`src/rtl/mac_accum_stream.sv`:
```
// Streaming multiply-accumulate: one dot product per in_last-delimited vector,
// with optional saturation, a sticky overflow flag and a per-vector beat count.
module mac_accum_stream #(
    parameter int A_W    = 8,
    parameter int B_W    = 8,
    parameter int ACC_W  = 24,
    parameter int SIGNED = 0,
    parameter int SAT_EN = 1,
    parameter int CNT_W  = 8
) (
    input  logic             clk,
    input  logic             rst_n,
    input  logic             in_valid,
    output logic             in_ready,
    input  logic [A_W-1:0]   in_a,
    input  logic [B_W-1:0]   in_b,
    input  logic             in_last,
    output logic             out_valid,
    input  logic             out_ready,
    output logic [ACC_W-1:0] out_data,
    output logic             out_ovf,
    output logic [CNT_W-1:0] out_count
);

    localparam int P_W   = A_W + B_W;
    localparam int EXT_W = ACC_W + 1 - P_W;

    logic [P_W-1:0]   prod_p0;
    logic [P_W-1:0]   prod_p1;
    logic             vld_p1;
    logic             last_p1;
    logic [ACC_W-1:0] acc_p2;
    logic [CNT_W-1:0] cnt_p2;
    logic             ovf_p2;

    logic             stall;
    logic             accept;
    logic             advance;
    logic [ACC_W:0]   sum_p1;
    logic             sum_ovf;
    logic [ACC_W-1:0] acc_next;
    logic [CNT_W-1:0] cnt_next;
    logic             ovf_next;

    // Operands are extended to the full product width, so the low P_W bits of
    // a plain multiply are correct for both two's complement and unsigned.
    function automatic logic [P_W-1:0] mul_ext(input logic [A_W-1:0] a,
                                               input logic [B_W-1:0] b);
        logic [P_W-1:0] ea;
        logic [P_W-1:0] eb;
        ea = {{B_W{(SIGNED != 0) & a[A_W-1]}}, a};
        eb = {{A_W{(SIGNED != 0) & b[B_W-1]}}, b};
        return ea * eb;
    endfunction

    function automatic logic add_ovf(input logic [ACC_W:0] s);
        if (SIGNED != 0)
            return s[ACC_W] ^ s[ACC_W-1];
        return s[ACC_W];
    endfunction

    // Bit ACC_W of the extended sum gives the true sign, i.e. the clamp direction.
    function automatic logic [ACC_W-1:0] sat_wrap(input logic [ACC_W:0] s);
        logic [ACC_W-1:0] r;
        r = s[ACC_W-1:0];
        if ((SAT_EN != 0) && add_ovf(s)) begin
            if (SIGNED == 0)
                r = '1;
            else if (s[ACC_W])
                r = {1'b1, {(ACC_W-1){1'b0}}};
            else
                r = {1'b0, {(ACC_W-1){1'b1}}};
        end
        return r;
    endfunction

    // A completed vector can only retire into the result register once the
    // previous result has been taken; everything upstream freezes meanwhile.
    assign stall    = out_valid & ~out_ready & vld_p1 & last_p1;
    assign in_ready = ~stall;
    assign accept   = in_valid & in_ready;
    assign advance  = vld_p1 & ~stall;

    assign prod_p0  = mul_ext(in_a, in_b);
    assign sum_p1   = {(SIGNED != 0) & acc_p2[ACC_W-1], acc_p2}
                    + {{EXT_W{(SIGNED != 0) & prod_p1[P_W-1]}}, prod_p1};
    assign sum_ovf  = add_ovf(sum_p1);
    assign acc_next = sat_wrap(sum_p1);
    assign ovf_next = ovf_p2 | sum_ovf;
    assign cnt_next = cnt_p2 + CNT_W'(1);

    // ---- stage 1: register the product of an accepted beat ----
    always_ff @(posedge clk or negedge rst_n) begin
        if (!rst_n) begin
            vld_p1  <= 1'b0;
            last_p1 <= 1'b0;
            prod_p1 <= '0;
        end else if (!stall) begin
            vld_p1 <= accept;
            if (accept) begin
                prod_p1 <= prod_p0;
                last_p1 <= in_last;
            end
        end
    end

    // ---- stage 2: accumulate, restarting after the last beat of a vector ----
    always_ff @(posedge clk or negedge rst_n) begin
        if (!rst_n) begin
            acc_p2 <= '0;
            cnt_p2 <= '0;
            ovf_p2 <= 1'b0;
        end else if (advance) begin
            if (last_p1) begin
                acc_p2 <= '0;
                cnt_p2 <= '0;
                ovf_p2 <= 1'b0;
            end else begin
                acc_p2 <= acc_next;
                cnt_p2 <= cnt_next;
                ovf_p2 <= ovf_next;
            end
        end
    end

    // ---- result register: a new result may replace one taken on the same edge ----
    always_ff @(posedge clk or negedge rst_n) begin
        if (!rst_n) begin
            out_valid <= 1'b0;
            out_data  <= '0;
            out_ovf   <= 1'b0;
            out_count <= '0;
        end else if (advance && last_p1) begin
            out_valid <= 1'b1;
            out_data  <= acc_next;
            out_ovf   <= ovf_next;
            out_count <= cnt_next;
        end else if (out_ready) begin
            out_valid <= 1'b0;
        end
    end

endmodule

```
`config.mk`:
```
export PLATFORM = sky130hd
export DESIGN_NAME = mac_accum_stream
export DESIGN_NICKNAME = d
export VERILOG_FILES = /design/src/rtl/mac_accum_stream.sv
export SDC_FILE = /design/constraint.sdc
export NUM_CORES = 1
export LEC_CHECK = 0
export CORE_MARGIN = 1
export CORE_UTILIZATION = 59
export CTS_BUF_LIST = sky130_fd_sc_hd__clkbuf_8 sky130_fd_sc_hd__clkbuf_16
export CTS_CLUSTER_SIZE = 40
export DETAILED_ROUTE_END_ITERATION = 6
export PLACE_DENSITY = 0.89
export SYNTH_ARGS = -nofsm -noshare
export SYNTH_HDL_FRONTEND = slang
export SYNTH_SLANG_ARGS = --single-unit
```
`constraint.sdc`:
```
create_clock -name clk -period 2.9 [get_ports clk]
set_clock_uncertainty 0.1 [all_clocks]
set_input_delay 0.58 -clock clk [delete_from_list [all_inputs] [get_ports clk]]
set_output_delay 0.58 -clock clk [all_outputs]
set_load 0.02 [all_outputs]
```
==> impl_metrics.toml, run 1 <==
[die]
dieArea_sq_mm = 0.01165
initial_utilization = 0.6079
core-area_sq_mm = 0.01089
io_pins = 56
dieWidth_um = 107.9
rows = 38
die_h_um = 107.9

[synthesis]
synth_area_leader_cell = "dfrtp_1"
ys_ff_latch = 85
synth_xor_area_frac = 0.03837
ys_seq_area_frac = 0.3214
ys.warnings.count = 0
synthMuxAreaShare = 0.01059
syn_area_per_cell_sq_um = 8.969
synth_ff_type = "dfrtp_1"
synthArstFlopShare = 1.000
synth_nets = 849
synthCells = 738
synth-edff-count = 0
synth.area.top_cells = "dfrtp_1, fa_1, ha_1, nand2_1, o21ai_0"
synth.top_cell.area_share = 0.3214
synth-simple-area-share = 0.1802
syn_area_sq_mm = 0.006619
synth_top_family_by_area = "adder cells"
synthAdderAreaFrac = 0.2121
yosysUniqueCellTypes = 65
synth_compound_area_frac = 0.1834

[sta]
min_period_over_period = 1.344
tightest_slew_ps = 602.0
hold_viol = 0
rsz0062_at_grt = "true"
slew_headroom = 0.5945
finalSetupViolCount = 12
max_freq_ghz = 0.2565
slew_violations = 0
fin_ws_ps = -998.3
finalCriticalPeriod_ps = 3898
holdWs_ps = 108.3

[global_routing]
grt_pass1_wl_um = 27250
grt.overflow.total = 0
grt_usage = 0.3007
grt_pass1_vias = 5953
antenna_found_initial = 0
grt_max_degree = 86

[clock_network]
clk_pin_slew_ps = 80
cts-root-buf = "clkbuf_8"
cts_tree = "done"
clock_path_buffers = 2
holdBufCountCts = 0
cts-buffers-inserted = 9
insertion_delay_ps = 370
htree_levels = 3
cts_sinks = 85

[drt]
drt-total-wl_um = 16420
firstDrtPassIters = 7
drtAntennaViolNets = 0
vias = 5722
wl_per_cell_um = 16.88
vias_per_cell = 5.881
drc = 0
initialDrtViolationCount = 335

[placement]
gp_congestion = 0.9283
dp_hpwl_um = 12270
port_buffers = 55
dp_cells = 949

[setup_path]
critical_path_required_ps = 3050
start_kind = "input pin"
cp_cell_sequence = "buf_4 -> and2_4 -> fa_1 -> inv_1 -> fa_1 -> inv_1 -> fa_1 -> inv_1 -> fa_1 -> inv_2 -> ha_4 -> o21ai_4 -> a21oi_4 -> o41ai_4 -> o21ai_2 -> xnor2_1 -> o21ai_1"
arrival_ps = 4050
cpPeakStageDelay_ps = 500
crit_path_end_kind = "flop"
worst-path-buf-inv = 5
slowest_stage = "fa_1"
critPathMaxFanout = 5
cpMostUsedCell = "fa_1"
cpLargestDelayFamily = "adder cells"
path_class = "input pin to flop"

[layout]
regArea_sq_mm = 0.002127
layout_common_cells = "nand2_1, dfrtp_1, o21ai_0"
multi_input_area_sq_mm = 0.004413
nets = 939
mostFrequentLayoutCell = "nand2_1"
n_fill_cell = 756
syn_to_final_growth_pct = 23.27
final_cell_count_no_fill = 973
drive_gt1_frac = 0.1825
antenna_cells = 0

[power_and_ir_drop]
power_switching_mw = 3.241
cellLeakagePower_nw = 3.776
seqPwrFrac = 0.247
p_per_area_mw_per_mm2 = 899.5
total_power_mw = 7.339
pwr-share-clk = 0.127
p_int_mw = 4.098
irDropWorstVdd_uv = 609.5
power_frac_comb = 0.626
swShare = 0.4417

[min_path]
hold_path_class = "input pin to asynchronous set/reset pin"

[job]
cap_violations = 0

[status]
status = "finished, violations left"
violations = "setup timing"
[metal layers]
| layer | global-route usage | vias to the layer above | share of wire | routed length [um] |
|---|---|---|---|---|
| met1 | 0.3477 | 2811 | 0.41 | 6680 |
| met2 | 0.5614 | 164 | 0.53 | 8693 |
| met4 | 0.1282 | 0 | 0.029 | 470 |
| met3 | 0.03148 | 39 | 0.035 | 579 |
| met5 | 0 | - | 0 | 0 |
| li1 | - | 2708 | - | - |
[state kept, by name, summed over array words and instances (netlist names)]
register,flops
acc_p2,24
out_data,24
prod_p1,16
cnt_p2,8
out_count,8
last_p1,1
out_ovf,1
out_valid,1
ovf_p2,1
vld_p1,1
[final cells by class]
| cell class | instances | area share |
|---|---|---|
| multi-input combinational | 566 | 0.5409 |
| timing repair buffer | 112 | 0.1247 |
| tap | 140 | 0.02147 |
| sequential | 85 | 0.2607 |
| inverter | 54 | 0.02484 |
| clock inverter | 6 | 0.01058 |
| clock buffer | 10 | 0.01687 |
[cell usage after synthesis (all sizes together) (3+ instances only)]
master and n:
dfrtp 85, nor2 51, o2111ai 4, ha 53
nand2 95, xor2 6, clkbuf 20, nand4 6
xnor2 23, nor3 5, a21oi 53, buf 13
nand3 6, o21bai 3, a21o 11, mux2 5
and3 9, o211ai 3, inv 54, nand2b 13
o21ai 73, and2 48, a31o 7, a31oi 15
fa 37, o31ai 3
[repair_timing]
action,in CTS,in global routing
cloned,0,0
pin swaps,44,25
setup buffers,6,3
endpoints found under the setup margin,13,15
hold endpoints to repair,0,0
resized for setup,108,14
[through the flow]
stage               TNS, ps  instance area (sq um)  utilization  worst slack (ps)
CTS                   -9752                   8087       0.7427             -1045
floorplan             -9882                   6714            -             -1180
global route         -11190                   8159       0.7494             -1150
detailed placement   -20220                   7675       0.7049             -1923
global placement     -18530                   7675       0.7049             -1797
finish                -9691                   8159       0.7494            -998.3
[logic make-up after synthesis]
kind of cell / after synthesis
buffers and inverters: 87
AND/OR/NAND/NOR: 247
multiplexers: 6
XOR/XNOR: 29
adder cells (fa/ha/maj): 90
AO/OA/AOI/OAI: 194
flip-flops: 85
[power by group through the flow]
stage | Sequential [mW] | Clock, mW | Combinational (mW)
final | 1.82 | 0.933 | 4.59
after global routing | 1.86 | 0.994 | 5.03
after floorplan | 1.96 | 0 | 2.66
after detailed placement | 1.83 | 0 | 4.08
after global placement | 1.81 | 0 | 3.94
after CTS | 1.81 | 0.944 | 4.37
[path summary, 6_finish.rpt]
| path | startpoint | to | slack, ps | depth (start not counted) |
|---|---|---|---|---|
| max reg2reg | prod_p1[0]$_DFFE_PN0P_ | acc_p2[2]$_DFFE_PN0P_ | 160 | 10 |
| min reg2reg | out_data[2]$_DFFE_PN0P_ | out_data[2]$_DFFE_PN0P_ | 390 | 2 |
| max | in_a[4] | prod_p1[15]$_DFFE_PN0P_ | -1000 | 17 |
| min in group clk | out_data[2]$_DFFE_PN0P_ | out_data[2]$_DFFE_PN0P_ | 390 | 2 |
| max in group asynchronous | rst_n | vld_p1$_DFFE_PN0N_ | 2200 | 2 |
| min | rst_n | out_data[6]$_DFFE_PN0P_ | 110 | 2 |
[worst reg2reg max path, cell delays in order (launching register included)]
cell	delay [ps]
dfrtp_1	400
ha_1	210
inv_1	60
fa_1	380
nand2b_1	230
a21oi_4	210
o2111ai_2	240
a21oi_2	290
buf_12	180
a21oi_1	70
o21ai_0	250
Note: power is estimated with default switching activity, not from simulation.
==> run 2, diff against run 1 <==
GPL_TIMING_DRIVEN = 0   (was not set)
==> run 2 against run 1 <==
Effect of this change: the flow still finishes with violations (setup timing); global-route usage increased by 0.96 points; total power decreased by 0.84%; sequential power about the same; flip-flop and latch count unchanged.
==> impl_metrics.toml, run 2 (synthesized netlist as in run 1, its figures left out) <==
[status]
status = "finished, violations left"
violations = "setup timing"

[clock_network]
clk_pin_slew_ps = 90
cts-buffers-inserted = 9
htree_levels = 3
clock_path_buffers = 2
cts-root-buf = "clkbuf_8"
cts_tree = "done"
cts_sinks = 85
insertion_delay_ps = 380

[global_routing]
grt_usage = 0.3103
grt.overflow.total = 0
antenna_found_initial = 0
grt_pass1_vias = 5855
grt_max_degree = 54
grt_pass1_wl_um = 28060

[placement]
dp_hpwl_um = 13040
gp_congestion = 0.9310
port_buffers = 55
placed_cell_area_sq_mm = 0.007465

[setup_path]
slowest_stage = "fa_1"
cp_cell_sequence = "buf_4 -> and2_4 -> fa_1 -> inv_1 -> fa_1 -> inv_2 -> fa_1 -> inv_1 -> fa_1 -> inv_2 -> ha_4 -> o21ai_4 -> buf_6 -> buf_6 -> o21ai_4 -> a41oi_2 -> xor2_1 -> o21ai_1"
critical_path_required_ps = 3050
start_kind = "input pin"
path_class = "input pin to flop"
critPathMaxFanout = 8
crit_path_end_kind = "flop"
arrival_ps = 4130
cpMostUsedCell = "fa_1"
worst-path-buf-inv = 7
cpLargestDelayFamily = "adder cells"
cpPeakStageDelay_ps = 490

[layout]
antenna_cells = 0
top_regs = "acc_p2: 24 flops, out_data: 24 flops, prod_p1: 16 flops"
layout_common_cells = "nand2_1, dfrtp_1, o21ai_0"
drive_gt1_frac = 0.1521
mostFrequentLayoutCell = "nand2_1"
stdcell_area_sq_mm = 0.007926
syn_to_final_growth_pct = 19.75
nets = 928

[die]
core-area_sq_mm = 0.01089
dieWidth_um = 107.9
rows = 38
die_h_um = 107.9
dieArea_sq_mm = 0.01165
io_pins = 56
initial_utilization = 0.6079

[sta]
finalSetupViolCount = 11
hold_viol = 0
fin_ws_ps = -1082
finalCriticalPeriod_ps = 3982
slew_headroom = 0.5819
holdWs_ps = 42.44
max_freq_ghz = 0.2511
tightest_slew_ps = 627.1
slew_violations = 0
min_period_over_period = 1.373
rsz0062_at_grt = "true"

[power_and_ir_drop]
cellLeakagePower_nw = 3.600
p_per_area_mw_per_mm2 = 918.1
irDropWorstVdd_uv = 594.0

[drt]
vias = 5831
wl_per_cell_um = 17.73
drtAntennaViolNets = 0
drc = 0
vias_per_cell = 6.061
firstDrtPassIters = 5
drt-total-wl_um = 17060
initialDrtViolationCount = 333

[job]
cap_violations = 0

[min_path]
hold_path_class = "input pin to asynchronous set/reset pin"
run 2: cell count changes in the layout (fill, tap and decap cells not counted), sizes merged:
cell | previous run | this run
clkbuf | 10 | 32
bufinv | 2 | 0
inv | 56 | 54
clkinv | 2 | 4
buf | 71 | 43
dlygate4sd2 | 3 | 0
run 2: area by class of cell:
| cell class | count | area, sq um |
|---|---|---|
| inverter | 54 | 202.7 |
| timing repair buffer | 68 | 663.1 |
| multi-input combinational | 566 | 4407 |
| buffer | 33 | 155.1 |
| clock buffer | 12 | 165.2 |
| sequential | 85 | 2127 |
| tap | 140 | 175.2 |
| fill | 781 | 2962 |
| clock inverter | 4 | 31.28 |
run 2: metrics by stage:
stage | TNS [ps] | instances | setup slack, ps | power, mW | utilization
2_1_floorplan | -9882 | 738 | -1180 | 4.622 | -
5_1_grt | -11140 | 962 | -1215 | 7.777 | 0.7280
3_5_place_dp | -23130 | 934 | -2160 | 5.831 | 0.6856
3_3_place_gp | -162760 | 933 | -2106 | 5.630 | 0.6833
6_report | -9723 | 962 | -1082 | 7.277 | 0.7280
4_1_cts | -9796 | 961 | -1107 | 7.102 | 0.7231
run 2: where the power goes:
group	switching (mW)	internal, mW	total, mW	leakage [nW]
registers	0.259	1.55	1.81	1.08
clock network	0.449	0.385	0.833	0.103
logic	2.61	2.02	4.63	2.42
run 2: routing by layer:
metal / vias up / part of all wire / global-route usage / wire length (um)
met3: 43 / 0.041 / 0.03208 / 704
met4: 0 / 0.030 / 0.1204 / 507
met1: 2887 / 0.40 / 0.3655 / 6889
met5: - / 0 / 0 / 0
li1: 2702 / - / - / -
met2: 199 / 0.52 / 0.5774 / 8952
run 2: worst paths after layout:
| check | start | slack [ps] | endpoint | depth (start not counted) |
|---|---|---|---|---|
| max | in_a[3] | -1080 | prod_p1[12]$_DFFE_PN0P_ | 18 |
| min | rst_n | 40 | out_data[11]$_DFFE_PN0P_ | 1 |
| max reg2reg | prod_p1[0]$_DFFE_PN0P_ | 140 | acc_p2[21]$_DFFE_PN0P_ | 10 |
| min reg2reg | out_data[4]$_DFFE_PN0P_ | 390 | out_data[4]$_DFFE_PN0P_ | 2 |
| max in group asynchronous | rst_n | 2070 | acc_p2[20]$_DFFE_PN0P_ | 2 |
| min in group clk | out_data[4]$_DFFE_PN0P_ | 390 | out_data[4]$_DFFE_PN0P_ | 2 |
run 2: repair_timing:
item                       4_1_cts  5_1_grt
setup endpoints to repair       32       34
hold buffers                     0        0
cloned                           0        0
buffers inserted                11        1
pin swaps                       27       14
gates resized for setup        117       19
run 2: worst reg2reg max path: stages, from the launching register on:
cell and delay (ps):
dfrtp_1 420, ha_1 240, inv_1 70, fa_1 390, nand2b_1 240, a21oi_4 250
o2111ai_4 210, a21o_4 310, buf_8 150, a31o_1 200, a21oi_1 130
==> run 3, diff against run 2 <==
CORE_UTILIZATION = 49   (was 59)
PLACE_DENSITY = 0.77   (was 0.89)
clock period = 3.7 ns   (was 2.9 ns; I/O delays follow)
==> run 3 against run 2 <==
Effect of this change: the flow still finishes with violations (setup timing); utilization fell by 13 points; setup slack improved by 630 ps; first-iteration DRC count rose by 18%; worst hold slack improved by 150 ps; sequential power fell by 22%; clock power rose by 11%.
==> impl_metrics.toml, run 3 (synthesized netlist as in run 1, its figures left out) <==
[clock_network]
cts_sinks = 85
cts-root-buf = "clkbuf_16"
clock_path_buffers = 2
insertion_delay_ps = 340
clk_pin_slew_ps = 60
cts_tree = "done"
cts-buffers-inserted = 9
htree_levels = 3

[sta]
max_freq_ghz = 0.2410
setup_tns_ps = -3539
holdWs_ps = 189.0
rsz0062_at_grt = "true"
min_period_over_period = 1.121
tightest_slew_ps = 603.5
slew_violations = 0
slew_headroom = 0.5977
fin_ws_ps = -449.2
finalSetupViolCount = 9
finalCriticalPeriod_ps = 4149
hold_viol = 0

[drt]
vias = 5522
drt-met1-wl_um = 7208
drt-total-wl_um = 15340
top_layer_used = "met4"
drtAntennaViolNets = 0
drc = 0
initialDrtViolationCount = 394
firstDrtPassIters = 5
wl_per_cell_um = 15.45
wl_met2_um = 7325
wl_met3_um = 625
vias_per_cell = 5.561

[layout]
mostFrequentLayoutCell = "nand2_1"
antenna_cells = 0
layout_common_cells = "nand2_1, dfrtp_1, o21ai_0"
drive_gt1_frac = 0.1224
final_cell_count_no_fill = 993
nets = 923
top_regs = "acc_p2: 24 flops, out_data: 24 flops, prod_p1: 16 flops"
syn_to_final_growth_pct = 19.94

[power_and_ir_drop]
p_per_area_mw_per_mm2 = 711.1
total_power_mw = 5.646
irDropWorstVdd_uv = 309.2
cellLeakagePower_nw = 3.618

[status]
status = "finished, violations left"
violations = "setup timing"

[die]
io_pins = 56
core-area_sq_mm = 0.01319
dieArea_sq_mm = 0.01398
die_h_um = 118.2
initial_utilization = 0.5018
dieWidth_um = 118.2
rows = 42

[setup_path]
crit_path_end_kind = "flop"
path_class = "input pin to flop"
worst-path-buf-inv = 5
slowest_stage = "fa_1"
start_kind = "input pin"
critical_path_required_ps = 3810
arrival_ps = 4260
cpLargestDelayFamily = "adder cells"
cp_cell_sequence = "buf_8 -> and2_4 -> fa_1 -> inv_2 -> fa_2 -> inv_2 -> fa_1 -> inv_1 -> fa_1 -> inv_2 -> ha_4 -> o21ai_4 -> a21oi_4 -> o41ai_4 -> o21ai_1 -> xnor2_1 -> o21ai_1"
critPathMaxFanout = 5
cpPeakStageDelay_ps = 540

[placement]
dp_slack_ps = -1448
dp_hpwl_um = 11670
port_buffers = 55
gp_congestion = 0.8577
dp_cells = 970

[global_routing]
grt_max_degree = 64
grt_pass1_wl_um = 25920
grt_usage = 0.2299
grt_pass1_vias = 5292
antenna_found_initial = 0
grt.overflow.total = 0

[min_path]
hold_path_class = "input pin to asynchronous set/reset pin"

[job]
cap_violations = 0
==> run 3: layout make-up <==
class,count,area (sq um)
buffer,33,155.1
clock buffer,11,252.7
clock inverter,5,60.06
fill,1112,5251
inverter,54,202.7
multi-input combinational,566,4318
sequential,85,2127
tap,176,220.2
timing repair buffer,63,603.1
==> run 3: worst register-to-register path, cell delays in order (launching register included) <==
cell       delay, ps
dfrtp_1          360
ha_1             200
inv_1             60
fa_1             380
nand2b_1         210
a21oi_2          290
o2111ai_2        250
a21oi_2          400
buf_2            300
nor2_1           110
o21ai_0          160
==> run 3: path summary, 6_finish.rpt <==
path	startpoint	to	slack (ps)	cells past startpoint
worst max-delay path	in_b[2]	prod_p1[13]$_DFFE_PN0P_	-450	17
worst min-delay path	rst_n	acc_p2[2]$_DFFE_PN0P_	190	1
worst max register to register	prod_p1[0]$_DFFE_PN0P_	out_data[6]$_DFFE_PN0P_	790	10
worst min register to register	out_data[16]$_DFFE_PN0P_	out_data[16]$_DFFE_PN0P_	370	2
max in group asynchronous	rst_n	acc_p2[22]$_DFFE_PN0P_	2720	2
min in group clk	out_data[16]$_DFFE_PN0P_	out_data[16]$_DFFE_PN0P_	370	2
==> run 3: where the power goes <==
| group | switching (mW) | internal (mW) | leakage [nW] |
|---|---|---|---|
| sequential | 0.196 | 1.22 | 1.08 |
| combinational | 1.88 | 1.42 | 2.38 |
| clock | 0.367 | 0.561 | 0.157 |
| total | 2.44 | 3.20 | 3.62 |
==> run 3: per-layer routing <==
metal  vias to the layer above  global-route usage
li1                       2682                   -
met1                      2683              0.3189
met2                       139              0.3787
met3                        18             0.02944
met4                         0             0.06250
met5                         -                   0
==> run 3: timing repair <==
item / CTS / global route
resized for setup: 90 / 19
gates cloned: 0 / 0
hold buffers: 0 / 0
pin swaps: 17 / 8
endpoints found under the setup margin: 11 / 10
buffers inserted: 4 / 3
==> run 3: metrics by stage <==
step	instance area (sq um)	util
3_5_place_dp	7478	0.5670
2_1_floorplan	6683	-
5_1_grt	7939	0.6019
6_report	7939	0.6019
3_3_place_gp	7453	0.5651
4_1_cts	7844	0.5947
